--- src/rtl/circular_pointer_pkg.sv ---
// circular_pointer_pkg: shared widths, pointer wrap helper and output-mode constants
package circular_pointer_pkg;
    localparam int REG_OUT_FT  = 0;
    localparam int REG_OUT_REG = 1;

    function automatic int chw(input int nch);
        return (nch > 1) ? $clog2(nch) : 1;
    endfunction

    function automatic int cntw(input int depth);
        return $clog2(depth + 1);
    endfunction

    function automatic int ptr_wrap(input int ptr, input int depth);
        return (ptr == depth - 1) ? 0 : ptr + 1;
    endfunction
endpackage

--- src/rtl/circular_pointer_chan.sv ---
// circular_pointer_chan: one circular queue with pointers, occupancy count and flags
module circular_pointer_chan
    import circular_pointer_pkg::*;
#(
    parameter int WIDTH = 8,
    parameter int DEPTH = 5,
    localparam int CNTW = cntw(DEPTH),
    localparam int PTRW = $clog2(DEPTH)
) (
    input  logic             clk_i,
    input  logic             rst_ni,
    input  logic             push_en_i,
    input  logic             pop_en_i,
    input  logic [WIDTH-1:0] data_i,
    output logic [WIDTH-1:0] head_o,
    output logic [CNTW-1:0]  count_o,
    output logic             empty_o,
    output logic             full_o
);
    logic [PTRW-1:0]  wr_ptr_q, wr_ptr_d, rd_ptr_q, rd_ptr_d;
    logic [CNTW-1:0]  count_q, count_d;
    logic [WIDTH-1:0] mem_q [DEPTH];

    // next pointers wrap at DEPTH-1; count moves only on a one-sided access
    always_comb begin
        wr_ptr_d = push_en_i ? PTRW'(ptr_wrap(int'(wr_ptr_q), DEPTH)) : wr_ptr_q;
        rd_ptr_d = pop_en_i ? PTRW'(ptr_wrap(int'(rd_ptr_q), DEPTH)) : rd_ptr_q;
        count_d  = (push_en_i && !pop_en_i) ? count_q + 1'b1 :
                   (pop_en_i && !push_en_i) ? count_q - 1'b1 : count_q;
    end

    // pointer and count registers
    always_ff @(posedge clk_i or negedge rst_ni) begin
        if (!rst_ni) begin
            wr_ptr_q <= '0;
            rd_ptr_q <= '0;
            count_q  <= '0;
        end else begin
            wr_ptr_q <= wr_ptr_d;
            rd_ptr_q <= rd_ptr_d;
            count_q  <= count_d;
        end
    end

    // storage is deliberately left unreset
    always_ff @(posedge clk_i) begin
        if (push_en_i) mem_q[wr_ptr_q] <= data_i;
    end

    assign head_o  = mem_q[rd_ptr_q];
    assign count_o = count_q;
    assign empty_o = (count_q == '0);
    assign full_o  = (count_q == CNTW'(DEPTH));
endmodule

--- src/rtl/circular_pointer_mc_fifo.sv ---
// circular_pointer_mc_fifo: NCH circular queues behind shared push/pop ports with error flags
module circular_pointer_mc_fifo
    import circular_pointer_pkg::*;
#(
    parameter int WIDTH   = 8,
    parameter int DEPTH   = 5,
    parameter int NCH     = 2,
    parameter int REG_OUT = 0,
    localparam int CHW  = chw(NCH),
    localparam int CNTW = cntw(DEPTH)
) (
    input  logic                clk_i,
    input  logic                rst_ni,
    input  logic                push_i,
    input  logic [CHW-1:0]      push_ch_i,
    input  logic [WIDTH-1:0]    data_in_i,
    input  logic                pop_i,
    input  logic [CHW-1:0]      pop_ch_i,
    input  logic                clr_err_i,
    output logic [WIDTH-1:0]    data_out_o,
    output logic                data_out_vld_o,
    output logic [NCH-1:0]      empty_o,
    output logic [NCH-1:0]      full_o,
    output logic [NCH*CNTW-1:0] count_o,
    output logic                ovf_err_o,
    output logic                udf_err_o
);
    logic             push_chv, pop_chv, head_empty, pop_acc, push_acc;
    logic             ovf_q, ovf_d, udf_q, udf_d, vld_q, vld_d;
    logic [WIDTH-1:0] head [NCH];
    logic [WIDTH-1:0] head_sel, dout_q, dout_d;

    // channel decode, acceptance and next error/output state; out-of-range channels never accept
    always_comb begin
        push_chv   = int'(push_ch_i) < NCH;
        pop_chv    = int'(pop_ch_i) < NCH;
        head_empty = pop_chv ? empty_o[pop_ch_i] : 1'b1;
        head_sel   = pop_chv ? head[pop_ch_i] : '0;
        pop_acc    = pop_i && !head_empty;
        push_acc   = push_i && push_chv &&
                     (!full_o[push_ch_i] || (pop_acc && pop_ch_i == push_ch_i));
        ovf_d      = (ovf_q && !clr_err_i) || (push_i && !push_acc);
        udf_d      = (udf_q && !clr_err_i) || (pop_i && !pop_acc);
        dout_d     = pop_acc ? head_sel : dout_q;
        vld_d      = pop_acc;
    end

    // sticky errors and the registered output stage
    always_ff @(posedge clk_i or negedge rst_ni) begin
        if (!rst_ni) begin
            ovf_q  <= 1'b0;
            udf_q  <= 1'b0;
            vld_q  <= 1'b0;
            dout_q <= '0;
        end else begin
            ovf_q  <= ovf_d;
            udf_q  <= udf_d;
            vld_q  <= vld_d;
            dout_q <= dout_d;
        end
    end

    for (genvar c = 0; c < NCH; c++) begin : g_ch
        circular_pointer_chan #(.WIDTH(WIDTH), .DEPTH(DEPTH)) u_chan (
            .clk_i     (clk_i),
            .rst_ni    (rst_ni),
            .push_en_i (push_acc && push_ch_i == CHW'(c)),
            .pop_en_i  (pop_acc && pop_ch_i == CHW'(c)),
            .data_i    (data_in_i),
            .head_o    (head[c]),
            .count_o   (count_o[c*CNTW +: CNTW]),
            .empty_o   (empty_o[c]),
            .full_o    (full_o[c])
        );
    end

    assign data_out_o     = (REG_OUT == REG_OUT_REG) ? dout_q : head_sel;
    assign data_out_vld_o = (REG_OUT == REG_OUT_REG) ? vld_q : !head_empty;
    assign ovf_err_o      = ovf_q;
    assign udf_err_o      = udf_q;
endmodule

--- config.mk ---
export PLATFORM = sky130hd
export DESIGN_NAME = circular_pointer_mc_fifo
export DESIGN_NICKNAME = d
export VERILOG_FILES = /design/src/rtl/circular_pointer_pkg.sv /design/src/rtl/circular_pointer_chan.sv /design/src/rtl/circular_pointer_mc_fifo.sv
export SDC_FILE = /design/constraint.sdc
export NUM_CORES = 1
export LEC_CHECK = 0
export ABC_AREA = 0
export CAP_MARGIN = 40
export CORE_MARGIN = 5
export CORE_UTILIZATION = 53
export DETAILED_ROUTE_END_ITERATION = 7
export PLACE_DENSITY_LB_ADDON = 0.2
export SLEW_MARGIN = 15
export SYNTH_ARGS = -nofsm -noshare
export SYNTH_HDL_FRONTEND = slang
export SYNTH_SLANG_ARGS = --single-unit
--- constraint.sdc ---
create_clock -name clk_i -period 2.8 [get_ports clk_i]
set_clock_uncertainty 0.2 [all_clocks]
set_input_delay 0.42 -clock clk_i [delete_from_list [all_inputs] [get_ports clk_i]]
set_output_delay 0.42 -clock clk_i [all_outputs]
set_load 0.01 [all_outputs]
==> flow_summary.yaml, run 1 <==
timing:
  max_freq_ghz: 0.3679
  slew_violations: 0
  finalSetupViolCount: 0
  hold-worst-slack_ps: 184.8
  fin_crit_sh_pct: 97.08
  hold_viol: 0
  tightest_slew_ps: 421.1
  layout_min_cycle_time_ps: 2718
  slew_headroom_pct: 71.84
  fin_ws_ps: 81.74
  rsz0062_at_grt: "false"
  final.setup.tns_ps: 0
die:
  dieWidth_um: 101.5
  num_io_pins: 36
  die-area_um2: 10300
  chipHeight_um: 101.5
  core_um2: 8175
  initial_core_util_pct: 54.27
  core.rowCount: 33
clocking:
  clock-root-buffer: "clkbuf_8"
  cts_buffers: 9
  post-cts-setup-buffer-count: 0
  clock_latency_ps: 360
  htreeDepth: 3
  cts_tree: "built"
  tritoncts_num_sinks: 100
  clkTransAtPathRegs_ps: 100
  clk_path_buf_depth: 2
pwr:
  ir_worst_vdd_v: 0.0003939
  powerDensity_nw_per_um2: 907.2
  leakage_uw: 0.001930
yosys:
  synth_top_family_by_area: "multiplexers"
  ys_seq_area_share_pct: 65.43
  synthTopCellsByArea: "edfxtp_1 54%, dfrtp_1 11%, mux2i_1 7.7%"
  syn_area_per_cell_um2: 14.17
  synth_xor_area_share_pct: 1.184
  synth_mux_area_share_pct: 9.786
  ys_warn_count: 0
  synth_cell_types: 40
  synth.cell_area_um2: 4437
  postSynthNetCount: 340
  yosys.area.top_type: "edfxtp_1"
  ys_ff_latch: 100
  synth_edf_count: 80
  synth_adder_area_share_pct: 3.723
  synth_cells: 313
  synth_compound_area_share_pct: 8.376
  synth-simple-area-share_pct: 7.530
  synth.top_cell.area_share_pct: 54.15
  synth_top_flop_cell: "edfxtp_1"
  ys_async_sr_fraction_pct: 20.00
routing:
  drt_iter0_markers: 134
  wl_met1_um: 3877
  top_layer: "met4"
  wirelength_um: 8143
  wl_met3_um: 330
  first_pass_iters: 4
  final_antenna_net_count: 0
  drt_drc_violations_left: 0
  vias: 2546
  viasPerCell: 5.349
  wl_met2_um: 3831
  avgRoutedWirePerCell_um: 17.11
global_routing:
  grt_usage_pct: 17.25
  grt_overflow: 0
  grt_pass1_vias: 2510
  grt_pass1_wl_um: 13280
  antenna_found_initial: 0
  grt_max_degree: 21
run_status:
  status: "finished, final reports clean"
worst_setup_path:
  crit_type: "flip-flop to primary output"
  end_kind: "primary output"
  start_kind: "flip-flop"
  worstPathArrival_ps: 2100
  crit_required_ps: 2180
  crit_fanout: 19
worst_hold_path:
  min_path_type: "primary input to async pin"
place:
  gp_congestion: 0.7954
  port_buffers: 35
  place_hpwl_um: 5828
  preCtsSetupSlack_ps: 83.86
job:
  maxCapViolCount: 0
layout:
  antenna_cells: 0
  drive_above_1_share_pct: 16.17
  area_growth_pct: 17.46
  layout_commonest_cell: "edfxtp_1"
  nFillCells: 612
  final_nets: 394
  final_cell_mix: "80 x edfxtp_1, 35 x clkdlybuf4s50_1, 34 x mux2i_1"
## critical path, stage by stage, from the launching register on
cell and delay, ps:
dfrtp_1 410, buf_12 170, mux2i_1 120, nor3_1 250, o22a_1 230, clkdlybuf4s50_1 540
## cell type report
class | instances | area [um^2] | area share (%)
clock buffers | 9 | 123.9 | 2.377
repair buffers | 61 | 561.8 | 10.78
well taps | 105 | 131.4 | 2.521
multi-input cells | 177 | 1365 | 26.19
clock inverters | 6 | 57.56 | 1.104
inverters | 18 | 67.56 | 1.297
flip-flops and latches | 100 | 2904 | 55.73
## repair_timing
item / 4_1_cts / 5_1_grt
gates resized for setup: 1 / 4
hold buffers: 0 / 0
endpoints found under the setup margin: 8 / 7
## through the flow
| step | power, uW | area [um^2] | std cells | utilization (%) |
|---|---|---|---|---|
| 4_1_cts | 4750 | 5200 | 476 | 63.61 |
| 6_report | 4727 | 5211 | 476 | 63.74 |
| 3_3_place_gp | 3848 | 5017 | 461 | 61.37 |
| 5_1_grt | 5027 | 5211 | 476 | 63.74 |
| 3_5_place_dp | 3900 | 5017 | 461 | 61.37 |
| 2_1_floorplan | 3245 | 4437 | 313 | - |
## report_power, final
part           switching, uW  internal, uW  leakage [uW]  total [uW]
registers                226          1850      0.000967        2080
logic                    895           896      0.000869        1790
clock network            520           339     0.0000937         859
total                   1640          3090       0.00193        4730
## final timing paths
| kind | startpoint | endpoint | slack (ps) | depth (start not counted) |
|---|---|---|---|---|
| worst max-delay path | g_ch[0].u_chan.rd_ptr_q[1] | data_out_o[7] | 80 | 5 |
| max in group asynchronous | rst_ni | g_ch[0].u_chan.rd_ptr_q[0] | 1980 | 2 |
| worst min-delay path | rst_ni | g_ch[1].u_chan.count_o[0] | 180 | 2 |
| worst min register to register | udf_err_o | udf_err_o | 340 | 2 |
| min in group clk_i | udf_err_o | udf_err_o | 340 | 2 |
| worst max register to register | g_ch[1].u_chan.count_o[0] | g_ch[1].u_chan.count_o[2] | 400 | 9 |
## metal layers
layer	global-route usage (%)	vias to the layer above
li1	-	1269
met2	25.40	40
met5	0	-
met1	25.33	1227
met4	6.237	0
met3	3.857	10
## sequential cells by signal (all words and copies together), names as in the netlist
signal                flops
g_ch.u_chan.mem_q        80
g_ch.u_chan.count_o       6
udf_err_o                 1
g_ch.u_chan.wr_ptr_q      6
ovf_err_o                 1
g_ch.u_chan.rd_ptr_q      6
## cell usage after synthesis, drive strengths merged (4+ instances only)
| cell | instances |
|---|---|
| mux2i | 34 |
| clkbuf | 5 |
| ha | 10 |
| inv | 18 |
| o21ai | 13 |
| a21oi | 11 |
| buf | 13 |
| edfxtp | 80 |
| nand2 | 19 |
| xor2 | 4 |
| nor4 | 7 |
| o22a | 8 |
| o211ai | 8 |
| nor2 | 8 |
| mux2 | 7 |
| nand2b | 7 |
| dfrtp | 20 |
| nor3 | 20 |
## cells by family after synthesis
family / after synthesis
DFF: 100
and+or+nand+nor: 65
AOI/OAI and AO/OA: 53
muxes: 41
buffers and inverters: 36
adders and majority gates: 12
xor gates and xnor gates: 6
Power figures use the tool's default switching activity.
==> run 2, diff against run 1 <==
--- a/config.mk
+++ b/config.mk
@@ -7,8 +7,10 @@
 export LEC_CHECK = 0
 export ABC_AREA = 0
 export CAP_MARGIN = 40
+export CELL_PAD_IN_SITES_DETAIL_PLACEMENT = 0
+export CELL_PAD_IN_SITES_GLOBAL_PLACEMENT = 1
 export CORE_MARGIN = 5
-export CORE_UTILIZATION = 53
+export CORE_UTILIZATION = 48
 export DETAILED_ROUTE_END_ITERATION = 7
 export PLACE_DENSITY_LB_ADDON = 0.2
 export SLEW_MARGIN = 15
==> run 2 against run 1 <==
  * Sequential share of layout area shrank 0.54 points
  * Sequential power about the same
  * Cell area increased by 1.1%
  * Power up 0.70%
  * Maximum frequency fell by 0.69%
  * Clock-buffer cell count unchanged
  * First-iteration DRC count shrank 7.5%
  * Critical path depth rose by 1
  * Largest power group unchanged
  * Highest routed layer unchanged
==> flow_summary.yaml, run 2 (synthesis gave the netlist of run 1 again) <==
worst_setup_path:
  crit_type: "primary input to primary output"
  r2r_slack_ps: 460
  start_kind: "primary input"
  max_stage_delay_ps: 550
  crit_fanout: 17
  worstPathArrival_ps: 2120
  worstPathCellList: "clkdlybuf4s50_1 > buf_4 > a21oi_1 > o21ai_0 > o22a_1 > clkdlybuf4s50_1"
  crit_required_ps: 2180
  cp_slowest_cell: "clkdlybuf4s50_1"
  cpMostUsedCell: "clkdlybuf4s50_1"
  end_kind: "primary output"
routing:
  vias: 2652
  viasPerCell: 5.468
  drt_drc_violations_left: 0
  first_pass_iters: 4
  wirelength_um: 8464
  avgRoutedWirePerCell_um: 17.45
  final_antenna_net_count: 0
  drt_iter0_markers: 124
pwr:
  sw_frac_of_total_pct: 34.65
  p_total_uw: 4761
  clkPwrFrac_pct: 17.7
  leakage_uw: 0.001939
  powerDensity_nw_per_um2: 904.0
  p_switching_uw: 1650
  ir_worst_vdd_v: 0.0004071
  p_seq_share_pct: 44.0
  comb_power_share_pct: 38.3
  power.internal_uw: 3111
die:
  core_um2: 9109
  initial_core_util_pct: 48.71
  core.rowCount: 35
  chipHeight_um: 106.1
  num_io_pins: 36
  dieWidth_um: 106.1
  die-area_um2: 11270
job:
  maxCapViolCount: 0
timing:
  fin_crit_sh_pct: 97.76
  hold_viol: 0
  tightest_slew_ps: 447.5
  slew_violations: 0
  fin_ws_ps: 62.75
  slew_headroom_pct: 70.07
  rsz0062_at_grt: "false"
  finalSetupViolCount: 0
  layout_min_cycle_time_ps: 2737
  final.setup.tns_ps: 0
  max_freq_ghz: 0.3653
run_status:
  status: "finished, final reports clean"
clocking:
  clock_latency_ps: 360
  cts_tree: "built"
  htreeDepth: 3
  cts_buffers: 9
  tritoncts_num_sinks: 100
  clkTransAtPathRegs_ps: 100
  clock-root-buffer: "clkbuf_8"
  clk_path_buf_depth: 2
place:
  place_hpwl_um: 6123
  port_buffers: 35
  gp_congestion: 0.7628
  place_area_um2: 5032
  preCtsSetupSlack_ps: 60.56
layout:
  nFillCells: 767
  final_nets: 396
  largest_reg_flops: 80
  final_area_um2: 5266
  final_cell_mix: "80 x edfxtp_1, 35 x clkdlybuf4s50_1, 34 x mux2i_1"
  drive_above_1_share_pct: 18.98
  antenna_cells: 0
  layout_commonest_cell: "edfxtp_1"
  utilization_pct: 57.82
  area_growth_pct: 18.70
  regMostFlops: "g_ch.u_chan.mem_q"
global_routing:
  grt_max_degree: 21
  grt_usage_pct: 16.21
  grt_overflow: 0
  grt_pass1_vias: 2733
  antenna_found_initial: 0
  grt_pass1_wl_um: 13970
worst_hold_path:
  min_path_type: "primary input to async pin"
[run 2: area by class of cell]
type | instances | area (um^2) | share of cell area, %
Clock buffer | 9 | 123.9 | 2.352
Clock inverter | 7 | 58.81 | 1.117
Inverter | 18 | 67.56 | 1.283
Multi-Input combinational cell | 177 | 1398 | 26.54
Sequential cell | 100 | 2907 | 55.19
Tap cell | 111 | 138.9 | 2.637
Timing Repair Buffer | 63 | 573.1 | 10.88
[run 2: per-stage QoR]
step | hold WS [ps] | cells
after floorplan | -75.59 | 313
after global placement | 322.9 | 468
after detailed placement | 330.5 | 468
after CTS | 269.1 | 484
after global routing | 293.2 | 485
final | 285.7 | 485
[run 2: repair_timing]
action	CTS	global route
hold endpoints to repair	0	0
hold buffers	0	0
setup buffers	0	1
endpoints found under the setup margin	8	8
gates resized for setup	6	6
[run 2: worst paths after layout]
kind	from	endpoint	cells past startpoint
setup reg to reg	g_ch[1].u_chan.count_o[0]	g_ch[1].u_chan.count_o[2]	9
setup / recovery	pop_ch_i	data_out_o[0]	6
min in group clk_i	g_ch[0].u_chan.count_o[2]	g_ch[0].u_chan.count_o[2]	1
hold reg to reg	g_ch[0].u_chan.count_o[2]	g_ch[0].u_chan.count_o[2]	1
max in group asynchronous	rst_ni	g_ch[1].u_chan.rd_ptr_q[0]	2
hold / removal	rst_ni	g_ch[0].u_chan.rd_ptr_q[1]	2
[run 2: power by group through the flow]
stage / combinational, uW / clock, uW / sequential (uW)
6_report: 1820 / 842 / 2100
5_1_grt: 2010 / 939 / 2150
4_1_cts: 1820 / 872 / 2110
3_5_place_dp: 1790 / 0 / 2140
3_3_place_gp: 1770 / 0 / 2120
2_1_floorplan: 1170 / 0 / 2070
[run 2: worst max-delay path: cells and delay by family]
kind            cells  cell delay [ps]
buf+inv             3             1340
compound gates      3              350
[run 2: routing by layer]
layer	wire (um)	part of all wire [%]	global-route usage [%]	vias up
li1	-	-	-	1287
met1	3789	45	21.44	1293
met2	4193	50	27.10	60
met3	340	4.0	2.429	12
met4	141	1.7	6.105	0
met5	0	0	0	-
==> run 3, diff against run 2 <==
--- a/config.mk
+++ b/config.mk
@@ -7,10 +7,8 @@
 export LEC_CHECK = 0
 export ABC_AREA = 0
 export CAP_MARGIN = 40
-export CELL_PAD_IN_SITES_DETAIL_PLACEMENT = 0
-export CELL_PAD_IN_SITES_GLOBAL_PLACEMENT = 1
 export CORE_MARGIN = 5
-export CORE_UTILIZATION = 48
+export CORE_UTILIZATION = 53
 export DETAILED_ROUTE_END_ITERATION = 7
 export PLACE_DENSITY_LB_ADDON = 0.2
 export SLEW_MARGIN = 15
==> results of run 3 <==
Same layout as run 1: the final DEF is identical, and so are final timing and power.
